==> src/rtl/stun_pkg.sv <==
// Shared types and the square blast-radius test for the stun manager.
package stun_pkg;

  typedef enum logic [1:0] {IDLE, STUNNED, IMMUNE} stun_state_e;

  localparam int unsigned COORD_W_DEFAULT = 6;
  typedef logic [COORD_W_DEFAULT-1:0] coord_t;

  // Coordinates arrive zero-extended into int, so edge cells never alias across the grid.
  function automatic logic in_blast(input int px, input int py, input int bx, input int by,
                                    input int r);
    int dx;
    int dy;
    dx = px - bx;
    dy = py - by;
    return (dx <= r) && (dx >= -r) && (dy <= r) && (dy >= -r);
  endfunction

endpackage

==> src/rtl/stun_channel.sv <==
// One player's stun timer: hit test, stunned/immune/idle FSM and seconds countdown.
module stun_channel
  import stun_pkg::*;
#(
  parameter int unsigned COORD_W       = 6,
  parameter int unsigned BLAST_R       = 1,
  parameter int unsigned TICKS_PER_SEC = 50000000,
  parameter int unsigned STUN_SECS     = 5,
  parameter int unsigned IMMUNE_CYCLES = 25000000,
  parameter int unsigned RETRIGGER     = 0,
  parameter int unsigned SW            = $clog2(STUN_SECS + 1)
) (
  input  logic               clk,
  input  logic               reset,
  input  logic               bomb_valid,
  input  logic [COORD_W-1:0] bomb_x,
  input  logic [COORD_W-1:0] bomb_y,
  input  logic [COORD_W-1:0] px,
  input  logic [COORD_W-1:0] py,
  output logic               stun_en,
  output logic               immune,
  output logic               stun_hit,
  output logic [SW-1:0]      secs_left
);

  localparam int unsigned SUB_W = (TICKS_PER_SEC > 1) ? $clog2(TICKS_PER_SEC) : 1;
  localparam int unsigned IMM_W = (IMMUNE_CYCLES > 1) ? $clog2(IMMUNE_CYCLES) : 1;
  localparam logic [SUB_W-1:0] SUB_RELOAD = SUB_W'(TICKS_PER_SEC - 1);
  localparam logic [IMM_W-1:0] IMM_RELOAD = IMM_W'((IMMUNE_CYCLES == 0) ? 0 : IMMUNE_CYCLES - 1);

  stun_state_e      state;
  logic [SUB_W-1:0] sub;
  logic [IMM_W-1:0] imm;
  logic             hit;

  assign hit = bomb_valid &&
               in_blast(int'(px), int'(py), int'(bomb_x), int'(bomb_y), int'(BLAST_R));

  always_ff @(posedge clk or posedge reset) begin
    if (reset) begin
      state     <= IDLE;
      sub       <= '0;
      imm       <= '0;
      secs_left <= '0;
      stun_en   <= 1'b0;
      immune    <= 1'b0;
      stun_hit  <= 1'b0;
    end else begin
      stun_hit <= 1'b0;
      unique case (state)
        IDLE: begin
          if (hit) begin
            state     <= STUNNED;
            secs_left <= SW'(STUN_SECS);
            sub       <= SUB_RELOAD;
            stun_en   <= 1'b1;
            stun_hit  <= 1'b1;
          end
        end
        STUNNED: begin
          // A retrigger wins over expiry landing in the same cycle.
          if ((RETRIGGER != 0) && hit) begin
            secs_left <= SW'(STUN_SECS);
            sub       <= SUB_RELOAD;
            stun_hit  <= 1'b1;
          end else if (sub != '0) begin
            sub <= sub - SUB_W'(1);
          end else begin
            sub <= SUB_RELOAD;
            if (secs_left == SW'(1)) begin
              secs_left <= '0;
              stun_en   <= 1'b0;
              if (IMMUNE_CYCLES == 0) begin
                state <= IDLE;
              end else begin
                state  <= IMMUNE;
                immune <= 1'b1;
                imm    <= IMM_RELOAD;
              end
            end else begin
              secs_left <= secs_left - SW'(1);
            end
          end
        end
        IMMUNE: begin
          if (imm != '0) begin
            imm <= imm - IMM_W'(1);
          end else begin
            state  <= IDLE;
            immune <= 1'b0;
          end
        end
        default: begin
          state   <= IDLE;
          stun_en <= 1'b0;
          immune  <= 1'b0;
        end
      endcase
    end
  end

endmodule

==> src/rtl/stun_manager.sv <==
// Blast-to-stun front end: one independent stun channel per player, with bomb-owner exemption.
module stun_manager
  import stun_pkg::*;
#(
  parameter int unsigned NUM_PLAYERS   = 2,
  parameter int unsigned COORD_W       = 6,
  parameter int unsigned BLAST_R       = 1,
  parameter int unsigned TICKS_PER_SEC = 50000000,
  parameter int unsigned STUN_SECS     = 5,
  parameter int unsigned IMMUNE_CYCLES = 25000000,
  parameter int unsigned RETRIGGER     = 0,
  parameter int unsigned FRIENDLY_FIRE = 1,
  parameter int unsigned OWN_W         = (NUM_PLAYERS > 1) ? $clog2(NUM_PLAYERS) : 1,
  parameter int unsigned SW            = $clog2(STUN_SECS + 1)
) (
  input  logic                           clk,
  input  logic                           reset,
  input  logic                           bomb_valid,
  input  logic [COORD_W-1:0]             bomb_x,
  input  logic [COORD_W-1:0]             bomb_y,
  input  logic [OWN_W-1:0]               bomb_owner,
  input  logic [NUM_PLAYERS*COORD_W-1:0] player_x,
  input  logic [NUM_PLAYERS*COORD_W-1:0] player_y,
  output logic [NUM_PLAYERS-1:0]         stun_en,
  output logic [NUM_PLAYERS-1:0]         immune,
  output logic [NUM_PLAYERS-1:0]         stun_hit,
  output logic [NUM_PLAYERS*SW-1:0]      secs_left
);

  for (genvar i = 0; i < NUM_PLAYERS; i++) begin : g_ch
    logic ch_valid;

    assign ch_valid = bomb_valid && !((FRIENDLY_FIRE == 0) && (int'(bomb_owner) == i));

    stun_channel #(
      .COORD_W      (COORD_W),
      .BLAST_R      (BLAST_R),
      .TICKS_PER_SEC(TICKS_PER_SEC),
      .STUN_SECS    (STUN_SECS),
      .IMMUNE_CYCLES(IMMUNE_CYCLES),
      .RETRIGGER    (RETRIGGER),
      .SW           (SW)
    ) u_ch (
      .clk       (clk),
      .reset     (reset),
      .bomb_valid(ch_valid),
      .bomb_x    (bomb_x),
      .bomb_y    (bomb_y),
      .px        (player_x[i*COORD_W +: COORD_W]),
      .py        (player_y[i*COORD_W +: COORD_W]),
      .stun_en   (stun_en[i]),
      .immune    (immune[i]),
      .stun_hit  (stun_hit[i]),
      .secs_left (secs_left[i*SW +: SW])
    );
  end

endmodule

==> config.mk <==
export PLATFORM = sky130hd
export DESIGN_NAME = stun_manager
export DESIGN_NICKNAME = d
export VERILOG_FILES = /design/src/rtl/stun_pkg.sv /design/src/rtl/stun_channel.sv /design/src/rtl/stun_manager.sv
export SDC_FILE = /design/constraint.sdc
export NUM_CORES = 1
export LEC_CHECK = 0
export CAP_MARGIN = 30
export CORE_AREA = 10 10 142 144
export CTS_BUF_LIST = sky130_fd_sc_hd__clkbuf_4 sky130_fd_sc_hd__clkbuf_8
export DETAILED_ROUTE_END_ITERATION = 8
export DIE_AREA = 0 0 152 154
export GPL_TIMING_DRIVEN = 0
export PLACE_DENSITY = 0.72
export SYNTH_ARGS = -nofsm -noshare
export SYNTH_HDL_FRONTEND = slang
export SYNTH_SLANG_ARGS = --single-unit
==> constraint.sdc <==
create_clock -name clk -period 10.35 [get_ports clk]
set_input_delay 1.035 -clock clk [delete_from_list [all_inputs] [get_ports clk]]
set_output_delay 1.035 -clock clk [all_outputs]
set_load 0.02 [all_outputs]
==> results of run 1 <==
[state kept, by name (all words and copies together) (netlist names)]
register             count
g_ch.u_ch.immune         2
g_ch.u_ch.sub           52
g_ch.u_ch.secs_left      6
g_ch.u_ch.stun_hit       2
g_ch.u_ch.imm           50
g_ch.u_ch.stun_en        2
g_ch.u_ch.state          4
[power by group through the flow]
stage / clock network [mW] / logic (mW) / registers, mW
after floorplan: 0 / 0.0590 / 0.470
after global placement: 0 / 0.0864 / 0.470
after detailed placement: 0 / 0.0902 / 0.470
after CTS: 0.470 / 0.0908 / 0.461
after global routing: 0.492 / 0.103 / 0.461
final: 0.461 / 0.0898 / 0.461
[metrics by stage]
stage	cell area, sq um	hold slack [ps]	utilization [%]
floorplan	7641	435.2	-
global placement	8423	453.4	49.04
detailed placement	8463	464.8	49.27
CTS	8895	479.7	51.78
global route	8895	501.6	51.78
finish	8895	477.2	51.78
[layout make-up]
class / instances / area, sq um / area share [%]
Clock buffer: 24 / 311.5 / 3.503
Tap cell: 225 / 281.5 / 3.165
Inverter: 44 / 170.2 / 1.913
Timing Repair Buffer: 52 / 535.5 / 6.021
Sequential cell: 118 / 2953 / 33.20
Buffer: 43 / 214.0 / 2.405
Clock inverter: 8 / 120.1 / 1.350
Multi-Input combinational cell: 687 / 4309 / 48.45
[per-layer routing]
metal | vias to the layer above | share of wire [%] | GRT usage, %
li1 | 3374 | - | -
met1 | 3324 | 47 | 20.74
met2 | 143 | 48 | 25.50
met3 | 16 | 4.0 | 3.794
met4 | 0 | 0.75 | 3.210
met5 | - | 0 | 0
[layout by cell type, fill, tap and decap left out, types with 5 or more instances in the layout]
master / instances
a21o_1: 6
a31o_2: 6
nor4_1: 18
a221o_1: 5
o211ai_1: 13
inv_1: 42
ha_1: 32
and2_1: 5
clkbuf_1: 27
mux2i_1: 6
o31ai_1: 19
o21ai_0: 64
a211oi_1: 5
o21a_1: 8
or2_2: 8
clkdlybuf4s50_1: 50
a31oi_1: 7
nand3_1: 34
nand2_1: 80
xor2_1: 17
dfrtp_1: 118
nor2b_1: 11
a21oi_1: 38
and3_1: 6
or3_1: 29
or4_1: 12
clkbuf_8: 21
nor3b_1: 6
nor2_1: 105
nor3_1: 44
nand4_1: 9
xnor2_1: 21
buf_4: 10
[cell families (layout without fill, tap and decap cells)]
kind of cell               count (synthesis)  in the layout
and+or+nand+nor                          392            392
AOI/OAI and AO/OA                        215            215
DFF                                      118            118
buffers and inverters                     87            171
xor gates and xnor gates                  38             38
adders and majority gates                 36             36
muxes                                      6              6
[worst max-delay path: cells and delay by family]
kind                       cells  cell delay, ps
adders and majority gates      2             570
AOI/OAI and AO/OA              4             990
and+or+nand+nor                2             410
buffers and inverters          4            1460
[how the worst min path moves through the flow]
| stage | start | endpoint | slack [ps] | cells past startpoint |
|---|---|---|---|---|
| after floorplan | g_ch[1].u_ch.sub[23]$_DFFE_PP0P_ | g_ch[1].u_ch.sub[23]$_DFFE_PP0P_ | 440 | 1 |
| after global placement | g_ch[1].u_ch.sub[23]$_DFFE_PP0P_ | g_ch[1].u_ch.sub[23]$_DFFE_PP0P_ | 450 | 1 |
| after detailed placement | g_ch[1].u_ch.sub[23]$_DFFE_PP0P_ | g_ch[1].u_ch.sub[23]$_DFFE_PP0P_ | 460 | 1 |
| after CTS | g_ch[1].u_ch.sub[23]$_DFFE_PP0P_ | g_ch[1].u_ch.sub[23]$_DFFE_PP0P_ | 480 | 1 |
| after global routing | g_ch[1].u_ch.sub[23]$_DFFE_PP0P_ | g_ch[1].u_ch.sub[23]$_DFFE_PP0P_ | 500 | 1 |
| final | g_ch[1].u_ch.sub[23]$_DFFE_PP0P_ | g_ch[1].u_ch.sub[23]$_DFFE_PP0P_ | 480 | 1 |
==> metrics.yaml, run 1 <==
synth_common_cells: "dfrtp_1, nor2_1, nand2_1"
ys_seq_area_share_pct: 38.64
fin_ws_ps: 6165
critPathKind: "primary input to flip-flop"
power_switching_share_pct: 23.52
routed_wl_mm: 18.18
ys_top_cells_by_area: "dfrtp_1, ha_1, nor2_1"
finalSetupTns_ps: 0
p_int_mw: 0.7739
place_inst: 1169
r2r_end: "g_ch[1].u_ch.imm[13]$_DFFE_PP0P_"
tightestPinTransition_ps: 819.6
cp_max_fo: 10
status: "finished clean"
cp-startpoint: "bomb_y[0]"
synthCells: 892
yosysTopAreaCellShare_pct: 38.64
synth_most_common_cell: "dfrtp_1"
power_switching_mw: 0.2380
maxCapViolations: 0
syn_nets: 968
reg2regPathDepth: 13
grt_max_degree: 70
dp_hpwl_mm: 12.84
syn_area_per_cell_sq_um: 8.566
setup_viol: 0
timing.rr.start: "g_ch[1].u_ch.imm[0]$_DFFE_PP0P_"
slew_viol_final: 0
slowest_stage: "clkdlybuf4s50_1"
timing.fmax_mhz: 238.9
arrival_ps: 4470
cts.htree.levels: 4
yosys.area_share.adder_pct: 6.288
core_area_sq_mm: 0.01718
grt-ovfl-total: 0
synthSimpleGateAreaFrac_pct: 26.12
gp_congestion: 0.8350
io_buffers: 50
clk_pin_slew_ps: 70
initial_core_util_pct: 44.49
clockBufferDepth: 2
synthXorXnorAreaFrac_pct: 4.356
die_w_microns: 152
drc: 0
critical_path.endpoint: "g_ch[1].u_ch.sub[1]$_DFFE_PP0P_"
cp.required_ps: 10630
vias: 6857
ctsHoldBuffers: 0
syn-cell-area_sq_mm: 0.007641
ys.flop_type: "dfrtp_1"
cts_num_sinks: 118
rows: 48
cp-end-kind: "flip-flop"
wire_per_inst_microns: 15.13
p_comb_share_pct: 8.9
ctsResizeCount: 0
clkPwrFrac_pct: 45.6
finalCritPeriodShare_pct: 40.44
ys_warn_count: 0
die_h_microns: 154
synth_cell_types: 78
async_flop_share_pct: 100.0
finalPower_mw: 1.012
power_density_mw_per_mm2: 113.8
hold_viol: 0
postRouteAntennaNets: 0
synth_edf_count: 0
clk_latency_ps: 440
seq_power_share_pct: 45.6
critPathLaunchType: "primary input"
drive_gt1_share_pct: 8.094
p_leak_nw: 3.800
layoutNonFillerInstCount: 1201
diodes: 0
grt_usage_pct: 15.70
synth_top_family_by_area: "simple AND/OR/NAND/NOR gates"
postCtsSetupBuffers: 0
cp_common_cell: "clkbuf_1"
slowest_delay_ps: 490
slew_headroom_pct: 44.94
fillers: 1623
antenna_found_initial: 0
rsz0062_at_grt: "false"
ir_drop_mv: 0.08680
synth_compound_area_share_pct: 18.85
ys_ff_latch: 118
dieArea_sq_mm: 0.02341
pre_cts_ws_ps: 5712
root_buffer: "clkbuf_8"
hold_path_class: "flip-flop to flip-flop"
fin_crit_ps: 4185
grt_pass1_wl_mm: 31.88
io_pins: 52
nNetsFinal: 1039
synthMuxAreaShare_pct: 0.7860
area_delta_synth_final_pct: 16.41
worstPathCellList: "clkdlybuf4s50_1 > ha_1 > inv_1 > fa_1 > a211o_1 > and3_1 > o21ai_0 > and3b_1 > o221ai_1 > clkbuf_1 > clkbuf_1 > a22oi_1"
cts_buffers: 17
synth_top_cell_by_area: "dfrtp_1"
clock_skew_ps: 12.61
drt-pass1-iter-count: 7
viasPerCell: 5.709
cts_tree: "done"
reg2reg_setup_slack_ps: 7080
dr.first_iter.drc_count: 543
grt_pass1_vias: 6535
Power figures use the tool's default switching activity.
==> run 2: changes to the inputs <==
==> constraint.sdc (replaced) <==
create_clock -name clk -period 4.03 [get_ports clk]
set_input_delay 0.403 -clock clk [delete_from_list [all_inputs] [get_ports clk]]
set_output_delay 0.403 -clock clk [all_outputs]
set_load 0.02 [all_outputs]
==> results of run 2 <==
Same layout as run 1 (identical final DEF). Status: finished clean.
Among the figures that moved: setup slack after placement 5712 ps -> 23.71 ps; setup slack after layout 6165 ps -> 477.0 ps; hold slack 477.2 ps -> 378.7 ps; register-to-register setup slack 7080 ps -> 760 ps; total power 1.012 mW -> 2.599 mW; worst IR drop on VDD 0.08680 mV -> 0.2229 mV
==> run 3: changes to the inputs <==
--- a/config.mk
+++ b/config.mk
@@ -6,10 +6,10 @@
 export NUM_CORES = 1
 export LEC_CHECK = 0
 export CAP_MARGIN = 30
-export CORE_AREA = 10 10 142 144
+export CORE_AREA = 10 10 130 156
 export CTS_BUF_LIST = sky130_fd_sc_hd__clkbuf_4 sky130_fd_sc_hd__clkbuf_8
 export DETAILED_ROUTE_END_ITERATION = 8
-export DIE_AREA = 0 0 152 154
+export DIE_AREA = 0 0 140 166
 export GPL_TIMING_DRIVEN = 0
 export PLACE_DENSITY = 0.72
 export SYNTH_ARGS = -nofsm -noshare
==> metrics.yaml, run 3 (same netlist as run 1, synthesis figures left out) <==
status: "finished clean"
vias: 6759
dp_hpwl_mm: 12.55
finalCritPeriodShare_pct: 88.43
place_inst: 1164
clk_pin_slew_ps: 70
finalPower_mw: 2.612
layoutNonFillerInstCount: 1196
reg2reg_setup_slack_ps: 800
routed_wl_mm: 17.71
cp.required_ps: 4310
top_register: "g_ch.u_ch.sub"
io_pins: 52
reg_top3: "g_ch.u_ch.sub x52, g_ch.u_ch.imm x50, g_ch.u_ch.secs_left x6"
critPathKind: "primary input to flip-flop"
tightestPinTransition_ps: 826.8
arrival_ps: 3850
ctsResizeCount: 0
cts.htree.levels: 4
power_density_mw_per_mm2: 293.9
gp_congestion: 0.8622
cts_num_sinks: 118
diodes: 0
clock_skew_ps: 12.90
antenna_found_initial: 0
ir_drop_mv: 0.1960
drc: 0
critPathLaunchType: "primary input"
grt_pass1_vias: 6570
cp-end-kind: "flip-flop"
grt_pass1_wl_mm: 30.76
grt_usage_pct: 15.40
multi_input_area_sq_mm: 0.004309
largest_reg_flops: 52
initial_core_util_pct: 44.32
drt-pass1-iter-count: 5
cts_buffers: 17
reg2regPathDepth: 13
fillers: 1625
maxCapViolations: 0
p_leak_nw: 3.805
dieArea_sq_mm: 0.02324
cp_max_fo: 10
layout_common_cells: "dfrtp_1, nor2_1, nand2_1, o21ai_0, clkdlybuf4s50_1"
timing.rr.start: "g_ch[1].u_ch.imm[0]$_DFFE_PP0P_"
slew_viol_final: 0
die_h_microns: 166
area_delta_synth_final_pct: 16.31
clockBufferDepth: 2
core_area_sq_mm: 0.01724
pre_cts_ws_ps: 16.23
drive_gt1_share_pct: 8.094
r2r_end: "g_ch[1].u_ch.imm[18]$_DFFE_PP0P_"
place_area_sq_mm: 0.008457
final_common_cell: "dfrtp_1"
clk_latency_ps: 450
postCtsSetupBuffers: 0
hold_path_class: "primary input to async pin"
viasPerCell: 5.651
fin_ws_ps: 466.5
grt_max_degree: 61
postRouteAntennaNets: 0
cts_tree: "done"
die_w_microns: 140
dr.first_iter.drc_count: 449
grt-ovfl-total: 0
rsz0062_at_grt: "false"
final_area_sq_mm: 0.008887
setup_viol: 0
final-seq-area_sq_mm: 0.002953
wire_per_inst_microns: 14.81
hold_slack_ps: 391.1
fin_crit_ps: 3564
nNetsFinal: 1039
slew_headroom_pct: 44.46
io_buffers: 50
rows: 53
hold_viol: 0
root_buffer: "clkbuf_8"
ctsHoldBuffers: 0
timing.fmax_mhz: 280.6
run 3: worst max-delay path: stages:
cell and delay, ps:
clkdlybuf4s50_1 510, ha_1 180, inv_1 50, fa_1 390, a211o_1 340, and3_1 180, o21ai_0 140, and3b_1 220
o221ai_1 310, clkbuf_1 460, clkbuf_1 480, a22oi_1 180
run 3: report_power, final:
part	total [mW]	internal, mW	switching, mW
clock network	1.20	0.712	0.485
registers	1.18	1.18	0.00000543
logic	0.231	0.108	0.123
total	2.61	2.00	0.608
run 3: worst max path at each step:
stage	startpoint	to	slack [ps]	depth (start not counted)
2_1_floorplan	reset	g_ch[0].u_ch.imm[0]$_DFFE_PP0P_	500	1
3_3_place_gp	reset	g_ch[1].u_ch.imm[21]$_DFFE_PP0P_	-1410	2
3_5_place_dp	bomb_y[0]	g_ch[1].u_ch.sub[1]$_DFFE_PP0P_	20	12
4_1_cts	bomb_y[0]	g_ch[1].u_ch.sub[1]$_DFFE_PP0P_	480	12
5_1_grt	bomb_y[0]	g_ch[1].u_ch.sub[6]$_DFFE_PP0P_	260	12
6_report	bomb_y[0]	g_ch[1].u_ch.sub[1]$_DFFE_PP0P_	470	12
run 3: metrics by stage:
stage	setup TNS, ps	util (%)
after detailed placement	0	49.05
after CTS	0	51.55
after global routing	0	51.55
after global placement	-165280	48.82
final	0	51.55
after floorplan	0	-
run 3: routing by layer:
| metal | GRT usage (%) | vias to the layer above | wire [microns] |
|---|---|---|---|
| met4 | 4.901 | 0 | 217 |
| li1 | - | 3372 | - |
| met2 | 26.67 | 87 | 9049 |
| met5 | 0 | - | 0 |
| met3 | 3.947 | 24 | 539 |
| met1 | 18.07 | 3276 | 7901 |
run 3: area by class of cell:
type / count / share of cell area, %
Multi-Input combinational cell: 687 / 48.49
Sequential cell: 118 / 33.23
Timing Repair Buffer: 52 / 6.026
Clock buffer: 22 / 3.125
Tap cell: 220 / 3.097
Buffer: 43 / 2.407
Inverter: 44 / 1.915
Clock inverter: 10 / 1.718
